<file path="src/rtl/program_sender.sv">
// rtl/program_sender.sv - streams a program image from a synchronous ROM to a CPU UART bootloader
// Optional build macro PROGRAM_SENDER_TIMEOUT_EN bounds the wait for the final 0xAA acknowledge.
module program_sender #(
  parameter int ADDR_WIDTH     = 12,
  parameter int TIMEOUT_CYCLES = 1000000
) (
  input  logic                  clk,
  input  logic                  reset_n,
  input  logic                  start,
  input  logic [ADDR_WIDTH-1:0] word_count,
  output logic [ADDR_WIDTH-1:0] rom_address,
  input  logic [31:0]           rom_data,
  input  logic                  rx_valid,
  input  logic [7:0]            rx_data,
  output logic                  tx_valid,
  output logic [7:0]            tx_data,
  input  logic                  tx_ready,
  output logic                  busy,
  output logic                  done,
  output logic                  error
);

  typedef enum logic [2:0] {
    S_IDLE,
    S_WAIT_99,
    S_SEND_SIZE,
    S_FETCH,
    S_SEND_WORD,
    S_WAIT_AA,
    S_DONE,
    S_ERROR
  } state_t;

  localparam logic [ADDR_WIDTH-1:0] ONE = ADDR_WIDTH'(1);

  state_t                state_q, state_d;
  logic [ADDR_WIDTH-1:0] count_q, count_d;
  logic [ADDR_WIDTH-1:0] addr_q, addr_d;
  logic [ADDR_WIDTH-1:0] word_idx_q, word_idx_d;
  logic [1:0]            byte_idx_q, byte_idx_d;
  logic [31:0]           shift_q, shift_d;

  logic [31:0]           size_field;
  logic                  last_word;
  logic                  rx_99;
  logic                  rx_aa;
  logic                  timeout_hit;

  assign size_field = 32'(count_q) << 2;
  assign last_word  = (word_idx_q == (count_q - ONE));
  assign rx_99      = rx_valid && (rx_data == 8'h99);
  assign rx_aa      = rx_valid && (rx_data == 8'hAA);

`ifdef PROGRAM_SENDER_TIMEOUT_EN
  logic [31:0] to_cnt_q, to_cnt_d;

  // Counter is held at zero outside WAIT_AA, so it restarts on every entry.
  always_comb begin
    to_cnt_d = '0;
    if (state_q == S_WAIT_AA) begin
      to_cnt_d = to_cnt_q + 32'd1;
    end
  end

  always_ff @(posedge clk or negedge reset_n) begin
    if (!reset_n) begin
      to_cnt_q <= '0;
    end else begin
      to_cnt_q <= to_cnt_d;
    end
  end

  assign timeout_hit = (to_cnt_q >= 32'(TIMEOUT_CYCLES - 1));
  assign error       = (state_q == S_ERROR);
`else
  assign timeout_hit = 1'b0;
  // Never true for a legal setting; ERROR is unreachable in this build.
  assign error       = (TIMEOUT_CYCLES < 0);
`endif

  always_comb begin
    state_d    = state_q;
    count_d    = count_q;
    addr_d     = addr_q;
    word_idx_d = word_idx_q;
    byte_idx_d = byte_idx_q;
    shift_d    = shift_q;

    case (state_q)
      S_IDLE: begin
        if (start) begin
          state_d    = S_WAIT_99;
          count_d    = word_count;
          addr_d     = '0;
          word_idx_d = '0;
          byte_idx_d = '0;
        end
      end

      S_WAIT_99: begin
        if (rx_99) begin
          state_d    = S_SEND_SIZE;
          shift_d    = size_field;
          byte_idx_d = '0;
        end
      end

      S_SEND_SIZE: begin
        if (tx_ready) begin
          shift_d    = shift_q >> 8;
          byte_idx_d = byte_idx_q + 2'd1;
          if (byte_idx_q == 2'd3) begin
            state_d = (count_q == '0) ? S_WAIT_AA : S_FETCH;
          end
        end
      end

      // Address for this word has been stable for several cycles, so rom_data
      // is already valid here; step the address now so the next word is ready.
      S_FETCH: begin
        state_d    = S_SEND_WORD;
        shift_d    = rom_data;
        byte_idx_d = '0;
        if (!last_word) begin
          addr_d = addr_q + ONE;
        end
      end

      S_SEND_WORD: begin
        if (tx_ready) begin
          shift_d    = shift_q >> 8;
          byte_idx_d = byte_idx_q + 2'd1;
          if (byte_idx_q == 2'd3) begin
            if (last_word) begin
              state_d = S_WAIT_AA;
            end else begin
              state_d    = S_FETCH;
              word_idx_d = word_idx_q + ONE;
            end
          end
        end
      end

      S_WAIT_AA: begin
        if (rx_aa) begin
          state_d = S_DONE;
        end else if (timeout_hit) begin
          state_d = S_ERROR;
        end
      end

      S_DONE, S_ERROR: begin
        if (start) begin
          state_d = S_IDLE;
        end
      end

      default: begin
        state_d = S_IDLE;
      end
    endcase
  end

  always_ff @(posedge clk or negedge reset_n) begin
    if (!reset_n) begin
      state_q    <= S_IDLE;
      count_q    <= '0;
      addr_q     <= '0;
      word_idx_q <= '0;
      byte_idx_q <= '0;
      shift_q    <= '0;
    end else begin
      state_q    <= state_d;
      count_q    <= count_d;
      addr_q     <= addr_d;
      word_idx_q <= word_idx_d;
      byte_idx_q <= byte_idx_d;
      shift_q    <= shift_d;
    end
  end

  assign rom_address = addr_q;
  assign tx_valid    = (state_q == S_SEND_SIZE) || (state_q == S_SEND_WORD);
  assign tx_data     = shift_q[7:0];
  assign busy        = (state_q != S_IDLE) && (state_q != S_DONE) && (state_q != S_ERROR);
  assign done        = (state_q == S_DONE);

endmodule

</file>
<file path="config.mk">
export PLATFORM = sky130hd
export DESIGN_NAME = program_sender
export DESIGN_NICKNAME = d
export VERILOG_FILES = /design/src/rtl/program_sender.sv
export SDC_FILE = /design/constraint.sdc
export NUM_CORES = 1
export LEC_CHECK = 0
export CELL_PAD_IN_SITES_DETAIL_PLACEMENT = 2
export CELL_PAD_IN_SITES_GLOBAL_PLACEMENT = 2
export CORE_UTILIZATION = 32
export DETAILED_ROUTE_END_ITERATION = 10
export PLACE_DENSITY = 0.86
export SLEW_MARGIN = 25
export SYNTH_ARGS = -nofsm -noshare
export SYNTH_HDL_FRONTEND = slang
export SYNTH_SLANG_ARGS = --single-unit
</file>
<file path="constraint.sdc">
create_clock -name clk -period 4.1 [get_ports clk]
set_input_delay 0.82 -clock clk [delete_from_list [all_inputs] [get_ports clk]]
set_output_delay 0.82 -clock clk [all_outputs]
set_load 0.1 [all_outputs]
</file>
==> key figures <==
Run status
  • Run status: finished, final reports clean

Logic synthesis
  • Cell Area, Synth: 4280 um2
  • Post-synthesis adder-cell area fraction: under 10%
  • Main area contributors after synthesis: sky130_fd_sc_hd__dfrtp_1 43%, sky130_fd_sc_hd__nand2_1 7.7%, sky130_fd_sc_hd__o21ai_0 4.9%, sky130_fd_sc_hd__a22o_1 4.5%, sky130_fd_sc_hd__a21oi_1 2.9%
  • Proportion of synthesized chip area in sequential cells: roughly 43%
  • Leading register cell type out of synthesis: sky130_fd_sc_hd__dfrtp_1
  • Count of different cell masters after synthesis: 62
  • Ys Warns: 0
  • Largest area contributor in the netlist: sky130_fd_sc_hd__dfrtp_1
  • Proportion of netlist area held by the largest area contributor: roughly 43%
  • XOR/XNOR share of the synthesized area: 3.68%
  • Number of flops mapped to enable cells by yosys: 0
  • Portion of netlist area occupied by mux cells: 2.89%
  • Cells after synthesis: between 400 and 500
  • Synth Area in Compound Gates: about a quarter
  • Async set or reset register ratio after synthesis: 100%
  • Most numerous cell types in the synthesized netlist: 88 x sky130_fd_sc_hd__nand2_1, 73 x sky130_fd_sc_hd__dfrtp_1, 42 x sky130_fd_sc_hd__o21ai_0
  • Post-synthesis area per instance: between 8 and 9 um2
  • Combinational family with the most area after synthesis: compound AO/OA/AOI/OAI gates
  • Dominant cell by count in the synthesized netlist: sky130_fd_sc_hd__nand2_1
  • Syn nets: 546
  • Register bit count reported by yosys: between 70 and 80
  • Post-synthesis share of cell area spent on and, or, nand and nor gates: about 20%

Power
  • Leakage dissipation: 2.25 nW
  • Cell-internal power: 2.10 mW
  • Logic gate share of total power: 50.2%
  • Fraction of power consumed by the clock network: between 10% and 20%
  • VDD IR max: 0.397 mV
  • Switching power share of the total: 49.6%
  • Share of total power in sequential cells: 30.4%
  • Total power density per cell area: between 700 and 800 nW/um2
  • Net Switching: 2.07 mW

STA
  • Sum of negative setup slack: 0 ns
  • Post-Route Skew: 0.00598 ns
  • Post-route setup slack: ~0.43 ns
  • Final number of max-transition violations: 0
  • Remaining max-slew budget at the tightest pin: around 34%
  • Final count of negative-setup-slack endpoints: 0
  • Maximum clock rate: 273 MHz
  • Transition at the pin with the smallest max-transition slack: 0.990 ns
  • Final worst path period share: around 89%
  • Hold Vio Cnt, Final: 0
  • Setup repair after global routing missed its margin: no
  • Min Tclk post-route: 3.67 ns

Clock network
  • Clock network latency to the later pin of the worst-skew pair: roughly 0.35 ns
  • Maximum clock insertion buffer count: 2
  • Post-CTS setup buffers: 0
  • H-Tree Level Count: 3
  • Number of clock buffers inserted by TritonCTS: 9
  • Clock sink count: 73
  • # hold bufs at CTS: 0
  • Root Buffer Master: sky130_fd_sc_hd__clkbuf_16
  • TritonCTS clock tree: done
  • CTS clock-pin slew for the worst setup and hold paths: 0.06 ns
  • CTS resizes: 0

Final layout
  • Fill cell count: 1412
  • Reg area: 1830 um2
  • Layout overhead on the synthesized area: 26.7%
  • Total number of nets in the final design: 599
  • Post-route non-filler standard cell count: 713
  • Number of inserted diodes: 0
  • Fraction of final layout cells with drive strength greater than 1: 7.58%
  • Area taken by multi-input logic gates: 2230 um2

Floorplan
  • Placeable core region: 12800 um2
  • Area enclosed by the die boundary: 13800 um2
  • Number of cell rows: between 40 and 50
  • Die H: around 120 um
  • Initial core utilization: 33.4%
  • Top-level I/O count: 81
  • Die W: 118 um

Place
  • Post-placement worst setup slack: 0.528 ns
  • RePlAce Congestion: 0.809
  • Post-DP HPWL: approximately 11000 um
  • Buffers on Ports: 79
  • Number of placed cells counting well taps: roughly 700

Drt
  • Number of detailed-routing iterations run before antenna repair: 4
  • Number of vias in the routed layout: 3951
  • Number of antenna-violating nets in the routed design: 0
  • Routed wirelength normalized by instance count: 20.6 um
  • Count of unresolved DRC violations after routing: 0
  • Met2 WL post-DR: between 7000 and 8000 um
  • Total routed wirelength: 14700 um
  • DR iter-0 viols: 205
  • Top Metal Used: met4
  • Met3 Routed Length: 470 um
  • Met1 wire length: between 6000 and 7000 um
  • Post-DR vias/cell: 5.54

Global route
  • Number of antenna violations at the first check in global routing: 0
  • Largest net degree at the start of global routing: 37
  • Global-route wire length before repair: between 20000 and 25000 um
  • Global-route total usage across every layer: between 20% and 30%
  • Via count of the first global-routing pass: 4423
  • GRT overflow: 0

Critical path
  • Critical path endpoint category: flip-flop
  • Start point of the critical path: count_q[0]$_DFFE_PN0P_
  • Cells along the critical path: inv_1, ha_1, or4b_1, or3_4, a2111oi_4, o211ai_2, nor3_2, nor2_1, a21o_1
  • FF-to-FF Start: count_q[0]$_DFFE_PN0P_
  • Slowest cell on crit path: sky130_fd_sc_hd__or4b_1
  • Critical path type: flip-flop to flip-flop
  • CP startpoint kind: flip-flop
  • Largest fanout on the critical path: 9
  • Biggest cell delay along the critical path: 0.65 ns
  • Required time reported for the critical path endpoint: roughly 4.3 ns
  • Worst Path Arrival: 3.90 ns

Flow run
  • Maximum capacitance violations: 0

Worst hold path
  • Tightest Hold Check Type: flip-flop to flip-flop
  • Hold_sp: shift_q[7]$_DFFE_PN0P_
[final cells by class]
| cell class | instances | share of cell area [%] |
|---|---|---|
| Clock inverter | 2 | 0.715 |
| Timing Repair Buffer | 86 | 15.3 |
| Inverter | 6 | 0.415 |
| Multi-Input combinational cell | 362 | 41.2 |
| Clock buffer | 12 | 4.73 |
| Tap cell | 172 | 3.97 |
| Sequential cell | 73 | 33.7 |
[registers in the layout (all words and copies together), names as in the netlist]
| register | count |
|---|---|
| byte_idx_q | 2 |
| count_q | 12 |
| rom_address | 12 |
| shift_q | 32 |
| state_q | 3 |
| word_idx_q | 12 |
[power by group through the flow]
stage	logic, mW	clock network [mW]	registers [mW]
after CTS	2.11	0.820	1.27
after global routing	2.27	0.841	1.31
after floorplan	1.56	0	1.19
final	2.09	0.810	1.27
after global placement	1.97	0	1.25
after detailed placement	2.07	0	1.27
[critical path: cells and delay by family (launching register included)]
kind	cells	cell delay, ns
buf+inv	1	0.11
simple gates	4	1.82
fa+ha+maj	1	0.33
flops	1	0.44
compound gates	3	0.84
[cells by family after synthesis]
logic type / count (synthesis)
AND/OR/NAND/NOR: 181
buffers and inverters: 50
adder cells (fa/ha/maj): 4
AO/OA/AOI/OAI: 146
XOR/XNOR: 18
other: 1
multiplexers: 12
flip-flops: 73
[routing by layer]
metal	vias to the layer above	track usage, %
met5	-	0
met4	0	10.0
met3	25	3.39
met2	78	37.9
met1	2004	26.9
li1	1844	-
[worst paths after layout]
path                            slack (ns)  cells past startpoint                          end
worst max-delay path                  0.43                      9   rom_address[1]$_DFFE_PN0P_
worst min-delay path                  0.49                      2       shift_q[7]$_DFFE_PN0P_
worst max register to register        0.43                      9   rom_address[1]$_DFFE_PN0P_
worst min register to register        0.49                      2       shift_q[7]$_DFFE_PN0P_
max in group asynchronous             2.74                      2       shift_q[3]$_DFFE_PN0P_
min in group asynchronous             0.55                      1  rom_address[10]$_DFFE_PN0P_
[placed cells by master (no fill, tap or decap), types with 10 or more instances in the layout]
cell | synthesis | final
sky130_fd_sc_hd__dfrtp_1 | 73 | 73
sky130_fd_sc_hd__nor3_1 | 12 | 12
sky130_fd_sc_hd__a21oi_1 | 25 | 25
sky130_fd_sc_hd__a22o_1 | 22 | 22
sky130_fd_sc_hd__nand3_1 | 15 | 15
sky130_fd_sc_hd__o21ai_0 | 42 | 41
sky130_fd_sc_hd__clkdlybuf4s50_1 | 0 | 75
sky130_fd_sc_hd__nor2_1 | 22 | 21
sky130_fd_sc_hd__a22oi_1 | 13 | 13
sky130_fd_sc_hd__xnor2_1 | 12 | 12
sky130_fd_sc_hd__nand2_1 | 88 | 88
sky130_fd_sc_hd__buf_4 | 9 | 10
[per-stage QoR]
step / total power, mW / utilization [%] / hold WS (ns) / cell area, um2
4_1_cts: 4.20 / 42.3 / 0.494 / 5420
2_1_floorplan: 2.76 / - / 0.450 / 4280
6_report: 4.17 / 42.3 / 0.486 / 5420
3_5_place_dp: 3.34 / 40.0 / 0.483 / 5130
3_3_place_gp: 3.22 / 40.0 / 0.462 / 5130
5_1_grt: 4.42 / 42.3 / 0.509 / 5420
(Power assumes the default switching activity.)
==> edit (config.mk and constraints unchanged) <==
Encoding of `state_t`: now one-hot (8 bits for 8 states).
--- a/src/rtl/program_sender.sv
+++ b/src/rtl/program_sender.sv
@@ -20,15 +20,15 @@
   output logic                  error
 );
 
-  typedef enum logic [2:0] {
-    S_IDLE,
-    S_WAIT_99,
-    S_SEND_SIZE,
-    S_FETCH,
-    S_SEND_WORD,
-    S_WAIT_AA,
-    S_DONE,
-    S_ERROR
+  typedef enum logic [7:0] {
+    S_IDLE      = 8'b00000001,
+    S_WAIT_99   = 8'b00000010,
+    S_SEND_SIZE = 8'b00000100,
+    S_FETCH     = 8'b00001000,
+    S_SEND_WORD = 8'b00010000,
+    S_WAIT_AA   = 8'b00100000,
+    S_DONE      = 8'b01000000,
+    S_ERROR     = 8'b10000000
   } state_t;
 
   localparam logic [ADDR_WIDTH-1:0] ONE = ADDR_WIDTH'(1);
Function: same outputs for any inputs over 10 cycles, from zero or initial values and one cycle with reset_n low; not proved beyond that.
==> edit against the original RTL <==
Setup slack gained 370 ps; combinational power shrank 16%; power shrank 8.6%; sequential cell count grew 4; clock skew is essentially flat; sequential share of layout area grew 1.7 points; wire length shrank 5.1%; synthesized area grew 0.61%; clock power is essentially flat; design area grew 0.37%; non-clock buffer count shrank 1; hold slack gained 18 ps; critical path depth shrank 5; via count shrank 0.63%; critical path type is now flip-flop to output pin; largest cell class unchanged.
==> edit: results (changes against the original RTL) <==
- Status: complete, no violations
- Non-Clock Inverter Count: 14 (+8)
- Final HPWL DP: 10010 um (-4.7%)
- Non-clk buf share: 15.28% (-0.033 points)
- DR vias/cell: 5.522 (-0.35%)
- Synth area leaders: dfrtp_1, nand2_1, a21oi_1
- Sequential area share after synthesis: 44.77% (+2.1 points)
- Signal buffers: 85 (-1.2%)
- Crit path DAT: 2480 ps (-1420 ps)
- Layout Nets: 592 (-1.2%)
- Largest net degree at the start of global routing: 78 (+110%)
- Storage cell area: 1928 um2 (+5.5%)
- Mapped Nets: 534 (-2.2%)
- Slew headroom: 32.41% (-1.4 points)
- Clkbuf count: 11 (-1)
- Num Clock Sinks: 77 (+5.5%)
- Clk_skew: 6.309 ps (+0.3264 ps)
- Yosys cell types: 61 (-1.6%)
- Iteration-0 DRC Markers: 210 (+2.4%)
- Gpl congestion: 0.8004 (-1.1%)
- Wire per inst: 19.63 um (-4.9%)
- Fillers: 1421 (+0.64%)
- Number of global-route vias before repair: 4467 (+0.99%)
- Final clock-cell share: 5.516% (+0.072 points)
- First-pass GRT wire length: 23280 um (-3.1%)
- Total track usage: 21.31% (-0.67 points)
- Crit-path max FO: 5 (-4)
- Top cells by count, synth: dfrtp_1, nand2_1, a21oi_1, nor2_1, a22oi_1
==> edit: changes by cell type in the layout (fill, tap and decap cells not counted), sizes merged, moves of 10 or more <==
cell,before,now
o21ai,44,12
nand2,88,64
nor2,22,36
or4,4,18
a22o,22,9
a31oi,0,13
a21oi,26,37
a22oi,13,24
o31ai,4,14
==> edit: kinds of logic after synthesis <==
family          after synthesis  synth area share, %
compound gates              134                20.66
xor+xnor                     18                3.835
fa+ha+maj                     4                1.162
buf+inv                      52                6.420
flops                        77                44.77
mux                           3               0.6973
other cells                   1              0.08708
simple gates                184                22.37
==> edit: critical path: stages (launching register included) <==
cell             delay (ps)
dfrtp_1                 420
or2_2                   350
nor4_1                  250
nand2_1                 120
clkdlybuf4s50_1         990
==> edit: power by group <==
group	internal (uW)	switching [uW]
Sequential	1000	247
Clock	499	312
Combinational	562	1190
==> edit: per-stage QoR <==
| step | cells | area, um2 | hold WS (ps) | worst slack [ps] |
|---|---|---|---|---|
| floorplan | 473 | 4307 | 466.5 | 416.2 |
| global placement | 696 | 5140 | 479.7 | 1179 |
| detailed placement | 696 | 5140 | 490.1 | 1077 |
| CTS | 711 | 5440 | 509.0 | 743.0 |
| global route | 711 | 5444 | 530.7 | 676.5 |
| finish | 711 | 5444 | 503.9 | 800.9 |
==> edit: final timing paths <==
check | from | endpoint | slack (ps)
min in group clk | shift_q[24] | shift_q[24] | 510
worst min register to register | shift_q[24] | shift_q[24] | 510
max in group asynchronous | reset_n | count_q[3] | 3090
worst min-delay path | reset_n | state_q[6] | 500
worst max-delay path | state_q[4] | busy | 800
worst max register to register | state_q[1] | shift_q[7] | 1030
